<file path="src/rtl/adder_pkg.sv">
// Shared constants and types for the 4-bit adder datapath.
// Holds operand width, default accumulator sizing and the accumulator FSM states.
package adder_pkg;

  localparam int OPND_W        = 5;
  localparam int ACC_W_DEF     = 8;
  localparam int BURST_LEN_DEF = 4;

  typedef enum logic [1:0] {
    IDLE = 2'd0,
    RUN  = 2'd1,
    DONE = 2'd2
  } acc_state_t;

endpackage

</file>
<file path="src/rtl/sum_accumulator.sv">
// Sums BURST_LEN 5-bit adder results ({cout,sum}) into an ACC_W-bit total.
// Ports: clk, rst (sync, active-high), sum_in/cout_in/in_valid/in_ready
// (input handshake), clear (abort burst), acc_out/ovf/count/out_valid/
// out_ready (result handshake).
// Macro ACC_SATURATE_EN: overflow clamps to all-ones instead of wrapping.
module sum_accumulator
  import adder_pkg::*;
#(
  parameter int ACC_W     = ACC_W_DEF,
  parameter int BURST_LEN = BURST_LEN_DEF,
  localparam int CNT_W    = $clog2(BURST_LEN + 1)
) (
  input  logic             clk,
  input  logic             rst,
  input  logic [3:0]       sum_in,
  input  logic             cout_in,
  input  logic             in_valid,
  output logic             in_ready,
  input  logic             clear,
  output logic [ACC_W-1:0] acc_out,
  output logic             ovf,
  output logic             out_valid,
  input  logic             out_ready,
  output logic [CNT_W-1:0] count
);

  localparam logic [CNT_W-1:0] BURST_CNT = CNT_W'(BURST_LEN);
  localparam logic [CNT_W-1:0] CNT_ONE   = CNT_W'(1);

  acc_state_t       state_q, state_d;
  logic [ACC_W-1:0] acc_q, acc_d;
  logic             ovf_q, ovf_d;
  logic [CNT_W-1:0] count_q, count_d;
  logic             in_ready_q, in_ready_d;
  logic             out_valid_q, out_valid_d;

  logic             accept;
  logic [ACC_W-1:0] opnd;
  logic [ACC_W:0]   sum_w;
  logic [ACC_W-1:0] add_acc;
  logic             add_ovf;
  logic [CNT_W-1:0] count_inc;

  assign accept    = in_valid && in_ready_q;
  assign opnd      = ACC_W'({cout_in, sum_in});
  assign sum_w     = {1'b0, acc_q} + {1'b0, opnd};
  assign add_ovf   = sum_w[ACC_W];
  assign count_inc = count_q + CNT_ONE;

`ifdef ACC_SATURATE_EN
  // Clamped value stays at all-ones: any further non-zero
  // operand overflows again, a zero operand leaves it alone.
  assign add_acc = add_ovf ? '1 : sum_w[ACC_W-1:0];
`else
  assign add_acc = sum_w[ACC_W-1:0];
`endif

  always_comb begin
    state_d = state_q;
    acc_d   = acc_q;
    ovf_d   = ovf_q;
    count_d = count_q;
    if (clear) begin
      state_d = IDLE;
      acc_d   = '0;
      ovf_d   = 1'b0;
      count_d = '0;
    end else begin
      unique case (state_q)
        IDLE: begin
          if (accept) begin
            acc_d   = opnd;
            ovf_d   = 1'b0;
            count_d = CNT_ONE;
            state_d = (BURST_LEN == 1) ? DONE : RUN;
          end
        end
        RUN: begin
          if (accept) begin
            acc_d   = add_acc;
            ovf_d   = ovf_q | add_ovf;
            count_d = count_inc;
            if (count_inc == BURST_CNT) begin
              state_d = DONE;
            end
          end
        end
        DONE: begin
          if (out_ready) begin
            state_d = IDLE;
            count_d = '0;
          end
        end
        default: begin
          state_d = IDLE;
        end
      endcase
    end
  end

  // Handshake outputs are decodes of the next state, registered,
  // so neither depends combinationally on in_valid/out_ready.
  assign in_ready_d  = (state_d != DONE);
  assign out_valid_d = (state_d == DONE);

  always_ff @(posedge clk) begin
    if (rst) begin
      state_q     <= IDLE;
      acc_q       <= '0;
      ovf_q       <= 1'b0;
      count_q     <= '0;
      in_ready_q  <= 1'b0;
      out_valid_q <= 1'b0;
    end else begin
      state_q     <= state_d;
      acc_q       <= acc_d;
      ovf_q       <= ovf_d;
      count_q     <= count_d;
      in_ready_q  <= in_ready_d;
      out_valid_q <= out_valid_d;
    end
  end

  assign in_ready  = in_ready_q;
  assign out_valid = out_valid_q;
  assign acc_out   = acc_q;
  assign ovf       = ovf_q;
  assign count     = count_q;

endmodule

</file>
<file path="config.mk">
export PLATFORM = sky130hd
export DESIGN_NAME = sum_accumulator
export DESIGN_NICKNAME = d
export VERILOG_FILES = /design/src/rtl/adder_pkg.sv /design/src/rtl/sum_accumulator.sv
export SDC_FILE = /design/constraint.sdc
export NUM_CORES = 1
export LEC_CHECK = 0
export CORE_MARGIN = 2
export CORE_UTILIZATION = 25
export CTS_BUF_LIST = sky130_fd_sc_hd__clkbuf_4
export CTS_CLUSTER_DIAMETER = 80
export DETAILED_ROUTE_END_ITERATION = 10
export GPL_TIMING_DRIVEN = 0
export MAX_ROUTING_LAYER = met4
export PLACE_DENSITY = 0.49
export SLEW_MARGIN = 0
export SYNTH_ARGS = -nofsm -noshare
export SYNTH_HDL_FRONTEND = slang
export SYNTH_SLANG_ARGS = --single-unit
</file>
<file path="constraint.sdc">
create_clock -name clk -period 1.87 [get_ports clk]
set_input_delay 0.2805 -clock clk [delete_from_list [all_inputs] [get_ports clk]]
set_output_delay 0.2805 -clock clk [all_outputs]
set_load 0.02 [all_outputs]
</file>
After elaboration in Yosys (flattened, before gate mapping)
Index checks and enable logic that the tools add are counted.
{"block": "op_classes", "eq_ne": 8, "n_bitwise": 1, "reduce_logical": 7, "n_mux": 16, "n_addsub": 2}
{"cell": "$mux W8", "count": 2}
{"cell": "$pmux W8 S2", "count": 1}
{"cell": "$mux W2", "count": 5}
{"cell": "$add A8 B5 Y9", "count": 1}
{"cell": "$mux W3", "count": 3}
{"cell": "$pmux W3 S3", "count": 1}
{"cell": "$ne A2 B2 Y1 const B", "count": 4}
{"cell": "$pmux W2 S3", "count": 1}
{"cell": "$eq A2 B2 Y1 const B", "count": 2}
{"cell": "$reduce_and A4 Y1", "count": 1}
{"cell": "$add A3 B1 Y3 const B", "count": 1}
{"cell": "$eq A3 B3 Y1 const B", "count": 1}
{"cell": "$reduce_and A3 Y1", "count": 1}
{"cell": "$reduce_bool A3 Y1", "count": 1}
{"cell": "$eq A2 B1 Y1 const B", "count": 1}
{"cell": "$logic_not A2 Y1", "count": 1}
{"cell": "$mux W1", "count": 2}
{"cell": "$pmux W1 S2", "count": 1}
{"cell": "$reduce_bool A2 Y1", "count": 1}
{"cell": "$reduce_or A2 Y1", "count": 1}
{"cell": "$logic_and A1 B1 Y1", "count": 1}
{"cell": "$or A1 B1 Y1", "count": 1}
{"block": "word_totals", "input_bits": 10, "word_cells": 40, "out_inout_bits": 14, "register_bits": 16}

Depth between registers and ports, before layout
Gate-level depths: netlist (run 1).
{"block": "depth", "word_depth": 7, "mapped_depth": 8, "mapped_depth_nobuf": 7}

Worst setup path before layout (run 1)
No wires, ideal clock.
{"block": "synth_timing", "path_type": "register to register", "start": "reg state_q[0]", "end": "reg count_q[2], in the netlist count[2]", "required_time_ps": 1800, "setup_ps": 70, "arrival_ps": 1789, "path_buffers": 0, "path_slack_ps": 11, "stages_incl_launch_ff": 7, "synth_period_minus_slack_ps": 1859, "cell_sequence": "dfxtp_1 inv_1 ha_1 a2bb2oi_1 or3_4 or4_1 a21oi_1"}
{"block": "synth_via", "elab_chain_len": 3, "elab_cells_between_ends": 9, "cone_classes": "eq/ne: 5; mux: 1; reduce/logical: 3"}
{"element": "start: declaration", "line": "sum_accumulator.sv:30", "source": "acc_state_t state_q, state_d;"}
{"element": "start signal: assignment", "line": "sum_accumulator.sv:115", "source": "state_q <= state_d;"}
{"element": "$eq A2 B2 Y1 (tied with other cells)", "line": "sum_accumulator.sv:69", "source": "unique case (state_q)"}
{"element": "$ne A2 B2 Y1 (no source line) / $reduce_bool A3 Y1 (equally long branches)"}
{"element": "$reduce_and A4 Y1 (no source line)"}
{"element": "end signal: assignment", "line": "sum_accumulator.sv:118", "source": "count_q <= count_d;"}
{"element": "end: declaration", "line": "sum_accumulator.sv:33", "source": "logic [CNT_W-1:0] count_q, count_d;"}
Parallel ways exist; a longest one is shown, timed or not.
A chain may end at the register's enable or synchronous reset.

Final worst setup path (run 1)
{"block": "layout_timing", "start": "reg state_q[1]", "end": "reg count_q[2], in the netlist count[2]"}
The elaborated chain is that of the path after synthesis.

==> flow_summary.json, run 1 <==
{
  "switching_share": 0.291,
  "final_util": 0.381,
  "ys_seq_area_frac": 0.308,
  "ys_async_sr_fraction": 0,
  "crit_arrival_ns": 2.07,
  "clock.fmax_mhz": 544,
  "cts_tree": "done",
  "hpwl_um": 1940,
  "met1_length_um": 1340,
  "finalSetupTns_ns": 0,
  "p_switching_mw": 0.204,
  "top_layer": "met4",
  "nNetsFinal": 180,
  "comb_power_share": 0.215,
  "final_cell_mix": "clkdlybuf4s50_1 (21), dfxtp_1 (13), nor2_1 (9), nand2_1 (9), buf_4 (9)",
  "grt_overflow": 0,
  "initial_utilization": 0.260,
  "synthDistinctLibCells": 39,
  "cts.sinks": 16,
  "power_leakage_nw": 0.600,
  "setup_viol": 0,
  "h-tree-depth": 1,
  "synth_cells": 120,
  "rsz0062_at_grt": "yes",
  "antenna_cells": 0,
  "row_count": 23,
  "internal_power_mw": 0.498,
  "grt_pass1_vias": 945,
  "pin_count": 24,
  "min_path_cells": 3,
  "syn_nets": 143,
  "final.min_clock_period_ns": 1.84,
  "portBuffers": 23,
  "slew_viol_final": 0,
  "crit_family": "simple AND/OR/NAND/NOR gates",
  "grt_pass1_wl_um": 4450,
  "cp_common_cell": "buf_4",
  "cts.path.max_buffers": 2,
  "ys_seq_elements": 16,
  "routed_via_density": 4.96,
  "routedWlPerCell_um": 13.1,
  "final_antenna_net_count": 0,
  "worstHoldPathType": "in2reg",
  "path_max_fanout": 4,
  "synth.avg_cell_area_um2": 8.67,
  "end_kind": "register",
  "cts-buffers-inserted": 3,
  "worstPathCellList": "buf_4, buf_4, ha_2, or3_4, or4_1, a21oi_1",
  "dieArea_um2": 4700,
  "cp_num_buf_inv": 2,
  "wl_met2_um": 1230,
  "rrSetupSlack_ns": 0.03,
  "dr_wl_met3_um": 126,
  "relSlewSlack": 0.717,
  "num_vias": 1021,
  "yosysWarnings": 0,
  "drcViolationCount": 0,
  "grtUsageTotal": 0.131,
  "grt_max_degree": 11,
  "tightest_slew_ns": 0.418,
  "critical_path_class": "reg2reg",
  "clk_pin_slew_ns": 0.10,
  "worstSetupPathDepth": 6,
  "ir_drop_mv": 0.244,
  "grt_antenna_before_repair": 0,
  "drt_iter0_markers": 44,
  "crit_path_start_kind": "register",
  "min_period_over_period": 0.984,
  "core_area_um2": 4000,
  "clock_skew_ns": 0.00727,
  "hold_viol": 0,
  "clkLatencyLatePin_ns": 0.30,
  "place.gp.congestion": 0.784,
  "synth_flop_cell": "dfxtp_1",
  "clockRootBuffer": "clkbuf_4",
  "clkPwrFrac": 0.282,
  "drt-pass1-iter-count": 4,
  "ff2ff_path_depth": 6,
  "cp_slowest_stage_delay_ns": 0.48,
  "die_h_um": 68.5,
  "drive_gt1_frac": 0.250,
  "status": "completed",
  "cp_slowest_cell": "or4_1",
  "die_w_um": 68.5,
  "power_density_nw_per_um2": 461,
  "syn2layout_area_growth_pct": 46.5,
  "timing.max_cap.violations": 0,
  "synth.cell_area_um2": 1040,
  "required_ns": 2.10,
  "routed_wl_um": 2710,
  "synth_edf_count": 0,
  "final_common_cell": "clkdlybuf4s50_1",
  "sequentialPowerShare": 0.504
}
## repair_timing
item / 4_1_cts / 5_1_grt
pin swaps: 1 / 6
setup endpoints to repair: 9 / 9
setup buffers: 2 / 7
cloned: 0 / 0
resized for setup: 7 / 27
hold buffers: 0 / 0
## cells by family after synthesis
| family | share of synthesized area |
|---|---|
| buffers and inverters | 0.0481 |
| AOI/OAI and AO/OA | 0.261 |
| muxes | 0.0288 |
| DFF | 0.308 |
| adders and majority gates | 0.163 |
| xor gates and xnor gates | 0.00841 |
| and+or+nand+nor | 0.183 |
## power by group through the flow
| stage | combinational (mW) | sequential, mW | clock (mW) |
|---|---|---|---|
| finish | 0.151 | 0.354 | 0.198 |
| global route | 0.167 | 0.355 | 0.222 |
| CTS | 0.131 | 0.354 | 0.208 |
| detailed placement | 0.127 | 0.362 | 0 |
| global placement | 0.125 | 0.363 | 0 |
| floorplan | 0.0673 | 0.368 | 0 |
## area by class of cell
cell class | instances | area, um^2
Fill cell | 420 | 2470
Clock buffer | 3 | 22.5
Buffer | 3 | 26.3
Sequential cell | 16 | 329
Clock inverter | 1 | 3.75
Tap cell | 50 | 62.6
Inverter | 8 | 36.3
Multi-Input combinational cell | 93 | 742
Timing Repair Buffer | 32 | 303
## through the flow
| step | power (mW) | std cells | hold WS (ns) | area [um^2] | worst slack [ns] |
|---|---|---|---|---|---|
| 2_1_floorplan | 0.435 | 120 | 0.350 | 1040 | 0.0108 |
| 3_3_place_gp | 0.487 | 193 | 0.438 | 1330 | -0.384 |
| 3_5_place_dp | 0.489 | 193 | 0.456 | 1330 | -0.394 |
| 4_1_cts | 0.693 | 199 | 0.481 | 1390 | -0.0349 |
| 5_1_grt | 0.744 | 206 | 0.385 | 1530 | -0.0180 |
| 6_report | 0.703 | 206 | 0.377 | 1530 | 0.0305 |
## worst reg2reg max path, cell delays in order (launching register included)
cell,delay [ns]
dfxtp_4,0.37
buf_4,0.13
buf_4,0.13
ha_2,0.16
or3_4,0.38
or4_1,0.48
a21oi_1,0.13
## final timing paths
path         startpoint    endpoint
min reg2reg         ovf         ovf
min           sum_in[0]  acc_out[0]
max reg2reg  state_q[1]    count[2]
max          state_q[1]    count[2]
## synth_stat cells, types with 2 or more instances
| master | n | area [um^2] |
|---|---|---|
| a211oi_1 | 4 | 30.0 |
| a21oi_1 | 8 | 40.0 |
| a31oi_1 | 3 | 18.8 |
| dfxtp_1 | 16 | 320 |
| ha_1 | 12 | 150 |
| inv_1 | 7 | 26.3 |
| mux2i_1 | 3 | 30.0 |
| nand2_1 | 9 | 33.8 |
| nand3_1 | 2 | 10.0 |
| nor2_1 | 9 | 33.8 |
| nor2b_1 | 4 | 25.0 |
| o211a_1 | 2 | 20.0 |
| o211ai_1 | 3 | 22.5 |
| o21a_1 | 3 | 22.5 |
| o21ai_0 | 9 | 45.0 |
| or4_1 | 3 | 22.5 |
## registers in the layout (all words and copies together) (netlist names)
register	count
acc_out	8
ovf	1
out_valid	1
state_q	2
in_ready	1
count	3
## layer usage
| layer | GRT usage | up-vias |
|---|---|---|
| li1 | - | 515 |
| met2 | 0.196 | 24 |
| met5 | - | - |
| met4 | 0.0250 | 0 |
| met1 | 0.175 | 480 |
| met3 | 0.0406 | 2 |
No activity file was read; power rests on OpenSTA's default activity.
==> run 2, diff against run 1 <==
SETUP_SLACK_MARGIN = 0.2   (was unset)
==> flow_summary.json, run 2 (synthesis gave the netlist of run 1 again) <==
{
  "status": "completed",
  "portBuffers": 23,
  "final_cells": 208,
  "worstPathCellList": "inv_4, ha_2, nor2b_2, or3_4, or4_4, a21oi_2",
  "routedWlPerCell_um": 13.6,
  "syn2layout_area_growth_pct": 53.2,
  "pin_count": 24,
  "core_area_um2": 4000,
  "crit_arrival_ns": 2.10,
  "grt_pass1_vias": 987,
  "worstHoldPathType": "reg2reg",
  "clock_skew_ns": 0.00600,
  "grt_antenna_before_repair": 0,
  "required_ns": 2.10,
  "clock.fmax_mhz": 535,
  "cts_tree": "done",
  "antenna_cells": 0,
  "fill_cells": 398,
  "clockRootBuffer": "clkbuf_4",
  "cp_slowest_stage_delay_ns": 0.49,
  "largest_reg_flops": 8,
  "hold_viol": 0,
  "cts.sinks": 16,
  "power_mw": 0.709,
  "grt_pass1_wl_um": 4480,
  "drcViolationCount": 0,
  "crit_path_start_kind": "register",
  "drive_gt1_frac": 0.291,
  "setup_viol": 0,
  "clk_pin_slew_ns": 0.10,
  "place.gp.congestion": 0.861,
  "min_period_over_period": 1.00,
  "rsz0062_at_grt": "yes",
  "cts-buffers-inserted": 3,
  "power_density_nw_per_um2": 444,
  "dieArea_um2": 4700,
  "slew_viol_final": 0,
  "end_kind": "register",
  "drt_iter0_markers": 40,
  "clkLatencyLatePin_ns": 0.29,
  "power_leakage_nw": 0.694,
  "timing.max_cap.violations": 0,
  "row_count": 23,
  "critical_path_class": "reg2reg",
  "grtUsageTotal": 0.134,
  "initial_utilization": 0.260,
  "num_vias": 1021,
  "routed_wl_um": 2820,
  "ir_drop_mv": 0.358,
  "tightest_slew_ns": 0.404,
  "cp_slowest_cell": "or4_4",
  "dpl.cell_count": 193,
  "final.min_clock_period_ns": 1.87,
  "nNetsFinal": 182,
  "grt_overflow": 0,
  "hpwl_um": 1980,
  "path_max_fanout": 5,
  "final_antenna_net_count": 0,
  "die_h_um": 68.5,
  "relSlewSlack": 0.726,
  "routed_via_density": 4.91,
  "drt-pass1-iter-count": 4,
  "final_cell_mix": "clkdlybuf4s50_1 (13), dfxtp_1 (11), buf_4 (10)",
  "final_common_cell": "clkdlybuf4s50_1",
  "grt_max_degree": 10,
  "die_w_um": 68.5,
  "h-tree-depth": 1,
  "cts.path.max_buffers": 2
}
run 2: metal layers:
layer | global-route usage | share of wire | vias up
met5 | - | 0 | -
met4 | 0.0300 | 0.0067 | 0
met3 | 0.0406 | 0.044 | 2
met2 | 0.200 | 0.45 | 22
met1 | 0.177 | 0.50 | 474
li1 | - | - | 523
run 2: final cells by class:
class | count | area [um^2] | share of cell area
Multi-Input combinational cell | 93 | 781 | 0.489
Inverter | 8 | 38.8 | 0.0243
Sequential cell | 16 | 334 | 0.209
Clock inverter | 1 | 3.75 | 0.00235
Clock buffer | 3 | 22.5 | 0.0141
Buffer | 3 | 30.0 | 0.0188
Timing Repair Buffer | 34 | 323 | 0.202
Tap cell | 50 | 62.6 | 0.0392
run 2: final timing paths:
check	from	slack [ns]	end	cells past startpoint
worst max-delay path	state_q[0]	0.0004	count[2]	6
worst min-delay path	ovf	0.47	ovf	2
worst max register to register	state_q[0]	0.0004	count[2]	6
worst min register to register	ovf	0.47	ovf	2
run 2: power by group:
part           switching, mW  internal, mW
Combinational         0.0783        0.0817
Sequential            0.0101         0.344
Clock                  0.117        0.0776
run 2: metrics by stage:
step                       util  setup slack, ns  area [um^2]  TNS [ns]  hold WS, ns
final                     0.399         0.000368         1600         0        0.469
after global routing      0.399          -0.0546         1600   -0.0754        0.483
after CTS                 0.387           0.0222         1550         0        0.478
after detailed placement  0.344           -0.304         1380     -1.72        0.475
after global placement    0.344           -0.272         1380     -1.53        0.441
after floorplan               -            0.124         1080         0        0.340
run 2: repair_timing:
item,4_1_cts,5_1_grt
endpoints found under the hold margin,0,0
gates cloned,0,0
buffers inserted,10,1
endpoints found under the setup margin,12,17
pin swaps,13,8
hold buffers,0,0
resized for setup,24,12
run 2: worst max-delay path, delay by kind of cell (launching register included):
kind | cells | cell delay, ns
simple gates | 3 | 1.01
flops | 1 | 0.42
fa+ha+maj | 1 | 0.19
compound gates | 1 | 0.14
buf+inv | 1 | 0.05
